File: src/rtl/three_bit_count.sv
// Three-bit synchronous up-counter built from T flip-flop stages, clr is async active-high.
// Define THREE_BIT_COUNT_GRAY_EN to present the count as registered Gray code on q0..q2.
module three_bit_count #(
    parameter logic [2:0] RESET_VALUE = 3'b000
) (
    input  logic clk,
    input  logic clr,
    output logic q0,
    output logic q1,
    output logic q2
);

    function automatic logic [2:0] bin2gray(input logic [2:0] bin);
        return bin ^ {1'b0, bin[2:1]};
    endfunction

    // Declaration values give a defined count at power-up (flop INIT on FPGA).
    logic [2:0] r_cnt = RESET_VALUE;
    logic [2:0] w_tgl;
    logic [2:0] w_cnt_nxt;

    // Toggle enables of the three T stages, all sampled from the same edge.
    always_comb begin
        w_tgl     = {r_cnt[1] & r_cnt[0], r_cnt[0], 1'b1};
        w_cnt_nxt = r_cnt ^ w_tgl;
    end

    // Binary count register.
    always_ff @(posedge clk or posedge clr) begin
        if (clr) begin
            r_cnt <= RESET_VALUE;
        end else begin
            r_cnt <= w_cnt_nxt;
        end
    end

`ifdef THREE_BIT_COUNT_GRAY_EN
    localparam logic [2:0] GRAY_RESET = RESET_VALUE ^ {1'b0, RESET_VALUE[2:1]};

    logic [2:0] r_gray = GRAY_RESET;

    // Gray of the next count is registered on the same edge, so latency matches binary mode.
    always_ff @(posedge clk or posedge clr) begin
        if (clr) begin
            r_gray <= GRAY_RESET;
        end else begin
            r_gray <= bin2gray(w_cnt_nxt);
        end
    end

    assign {q2, q1, q0} = r_gray;
`else
    assign {q2, q1, q0} = r_cnt;
`endif

endmodule

File: config.mk
export PLATFORM = sky130hd
export DESIGN_NAME = three_bit_count
export DESIGN_NICKNAME = d
export VERILOG_FILES = /design/src/rtl/three_bit_count.sv
export SDC_FILE = /design/constraint.sdc
export NUM_CORES = 1
export LEC_CHECK = 0
export ABC_AREA = 1
export CAP_MARGIN = 0
export CORE_AREA = 2 2 39 41
export DETAILED_ROUTE_END_ITERATION = 12
export DIE_AREA = 0 0 41 43
export SLEW_MARGIN = 20
export SYNTH_ARGS = -nofsm -noshare
export SYNTH_HDL_FRONTEND = slang
export SYNTH_SLANG_ARGS = --single-unit
export TNS_END_PERCENT = 50
File: constraint.sdc
create_clock -name clk -period 1 [get_ports clk]
set_clock_uncertainty 0.15 [all_clocks]
set_input_delay 0.2 -clock clk [delete_from_list [all_inputs] [get_ports clk]]
set_output_delay 0.2 -clock clk [all_outputs]
set_load 0.02 [all_outputs]
-- After elaboration in Yosys (flattened, before gate mapping)
Cells that the tools add are included.
- output and inout port bits: 3
- word-level logic and storage cells: 3
- register bits after elaboration: 3
- input port bits: 2
- bitwise gates (word level): 2
- operator list (cell ; number):
    3-bit XOR ; 1
    1-bit bitwise AND ; 1

-- Longest topological paths before layout
- depth in word-level cells: 2
- gate-level depth with buffers: 4
- gate-level depth less buffers: 4

-- Worst setup path before layout
Ideal clock, no wire load.
- path type: flip-flop to flip-flop
- from: reg r_cnt[0]
- to: reg r_cnt[2]
- clock period less this slack: 1047 ps
- buffers on the path: 0
- path slack: -47 ps
- setup time: 117 ps
- cell stages (with the launch flop): 4
- arrival: 780 ps
- required time: 733 ps
- cells stage by stage: dfrtp_1 -> ha_1 -> nand2_1 -> nand2_1
- cells in the longest elaborated chain, start to end: 2
- ends and longest elaborated chain (item ; RTL line ; text):
    start, declared ; 18 ; logic [2:0] r_cnt = RESET_VALUE;
    start signal, assigned ; 33 ; r_cnt <= w_cnt_nxt;
    1-bit bitwise AND ; 24 ; w_tgl = {r_cnt[1] & r_cnt[0], r_cnt[0], 1'b1};
    3-bit XOR ; 25 ; w_cnt_nxt = r_cnt ^ w_tgl;
    via w_cnt_nxt[2] ; 20 ; logic [2:0] w_cnt_nxt;
The timed path passes the listed nets, and every way through them passes these cells.

-- Final worst setup path
- from: reg r_cnt[1]
- to: out q1
- RTL lines (item ; RTL line ; text):
    end, declared ; 9 ; output logic q1,
No word-level cell between the ends.

==> results.md <==
- CP endpoint kind: primary output
- Crit-path cells: buf_6
- Final Hold Slack: -0.006986 ns
- Setup slack, reg-to-reg: -0.06 ns
- Crit path DAT: 0.77 ns
- Num rows: 14
- Final worst-path setup slack: -0.1199 ns
- Die Y: 43 µm
- Met1 Usage GRT: 4.854%
- Crit path time final: 1.120 ns
- Avg Cell Area, Syn: 10.35 µm²
- Grt ovf: 0
- Final nets: 26
- Largest Register: r_cnt
- Global-route wire length before repair: 462 µm
- Leak pwr: 0.1196 nW
- Fin crit share: 112.0%
- # clock sinks: 3
- M3 GR Usage: 7.853%
- Largest net degree at the start of global routing: 4
- Mapped Cells: 11
- Top Registers: r_cnt (3)
- Top Family by Delay on Critical Path: flip-flops
- Finish-stage setup viols: 5
- Vias/cell: 2.605
- Placer Congestion: 0.5161
- Clock latency at the later pin of the worst-skew pair: 0.23 ns
- H-tree levels: 1
- Synth Cell Area: 113.9 µm²
- Total wire length: 251 µm
- Clock Tree Buf Depth: 2
- Post-CTS Setup Repair Bufs: 0
- All-Layer GR Usage: 4.829%
- Wire length per cell: 6.605 µm
- CTS root buffer: clkbuf_4
- Worst-margin pin slew: 0.1152 ns
- WP buf/inv: 1
- Post-synthesis cell type count: 4
- Max cap viols: 0
- Setup Crit Path Kind: reg2out
- Cts bufs inserted: 3
- Share of cells above drive strength 1: 54.55%
- Fmax: 0.8929 GHz
- # diodes: 0
- Status: complete, but fails checks
- Number of port buffers: 4
- Rel. slew slack: 92.31%
- Post-route ant nets: 0
- Power Density: 1456 nW/µm²
- Residual DRC: 0
- Failing checks: negative hold slack, negative setup slack
- Iter 0 DRT Violations: 4
- Peak supply drop: 0.4934 mV
- Setup TNS Final: -0.4190 ns
- Via count: 99
- Post-synthesis register bit count: 3
- Most utilized layer in the global route result: met3
- Pre-Repair DR Iteration Count: 2
- Critical path fanouts, max: 2
- Worst path slowest cell: dfrtp_2
- Min-delay worst type: in2async
- Vias in the first global route: 111
- Syn Nets: 14
- TritonCTS clock tree: built
- Area delta synth->final: 106.6%
- Final Hold Fails: 3
- Clk slew on worst S/H paths: 0.04 ns
- Final slew viol count: 0
- Die width: 41 µm
- CORE AREA: 1384 µm²
- Met2 global-route usage: 3.750%
- Die Area: 1763 µm²
- Top Ports: 5
- Max FFs per register: 3
- Sequential fraction of the synthesis area: 65.93%
- Initial Utilization: 8.228%
- CP max stage delay: 0.41 ns
- Critical Path RT: 0.65 ns
- Unrepaired setup endpoints after global routing: yes
- Synth Warn #: 0
- CP startpoint kind: flop
- Initial antenna violation count: 0
-- cell families (layout without fill, tap and decap cells) --
logic type / after synthesis / in the layout / share of synthesized area [%]
and+or+nand+nor: 3 / 3 / 9.889
buffers and inverters: 4 / 15 / 13.18
adders and majority gates: 1 / 1 / 10.99
DFF: 3 / 3 / 65.93
-- where the power goes --
group | total [mW] | internal [mW] | switching [mW]
sequential | 0.122 | 0.122 | 0
clock | 0.214 | 0.150 | 0.0645
combinational | 0.00637 | 0.00367 | 0.00270
-- routing by layer --
layer | vias up | part of all wire, %
met3 | 2 | 12
met4 | 0 | 2.4
li1 | 51 | -
met2 | 5 | 29
met1 | 41 | 55
met5 | - | 0
-- path summary, 6_finish.rpt --
kind / to / startpoint / depth (start not counted)
max: q1 / r_cnt[1] / 1
min: r_cnt[1] / clr / 2
max reg2reg: r_cnt[2] / r_cnt[0] / 4
min reg2reg: r_cnt[0] / r_cnt[0] / 2
max in group asynchronous: r_cnt[0] / clr / 2
min in group clk: r_cnt[0] / r_cnt[0] / 2
-- cells in the final DEF, fill, tap and decap left out --
cell,instances
buf_4,3
dfrtp_2,2
clkdlybuf4s50_1,1
clkbuf_4,3
dfrtp_1,1
buf_2,1
buf_6,2
clkbuf_1,1
inv_1,4
nand2_1,3
ha_4,1
-- area by class of cell --
| cell class | instances | area (µm²) |
|---|---|---|
| Sequential cell | 3 | 77.57 |
| Fill cell | 155 | 1149 |
| Inverter | 4 | 15.01 |
| Tap cell | 16 | 20.02 |
| Clock buffer | 4 | 26.28 |
| Timing Repair Buffer | 7 | 60.06 |
| Multi-Input combinational cell | 4 | 36.28 |
-- per-stage QoR --
step                worst slack, ns  instances  utilization [%]  area [µm²]  power (mW)
floorplan                  0.002839         11                -       118.9      0.1257
global placement            -0.2862         34            14.56       201.4      0.1300
detailed placement          -0.2879         34            14.56       201.4      0.1302
CTS                         -0.1303         38            16.27       225.2      0.3533
global route                -0.1451         38            17.00       235.2      0.3655
finish                      -0.1199         38            17.00       235.2      0.3426
-- Yosys cell counts --
| library cell | count | area [µm²] |
|---|---|---|
| inv_1 | 4 | 15.01 |
| dfrtp_1 | 3 | 75.07 |
| nand2_1 | 3 | 11.26 |
| ha_1 | 1 | 12.51 |
-- repair_timing --
action                                  in CTS  in global routing
hold endpoints to repair                     3                  0
endpoints found under the setup margin       5                  5
pin swaps                                    0                  0
resized for setup                           16                  1
Note: power is estimated with default switching activity, not from simulation.
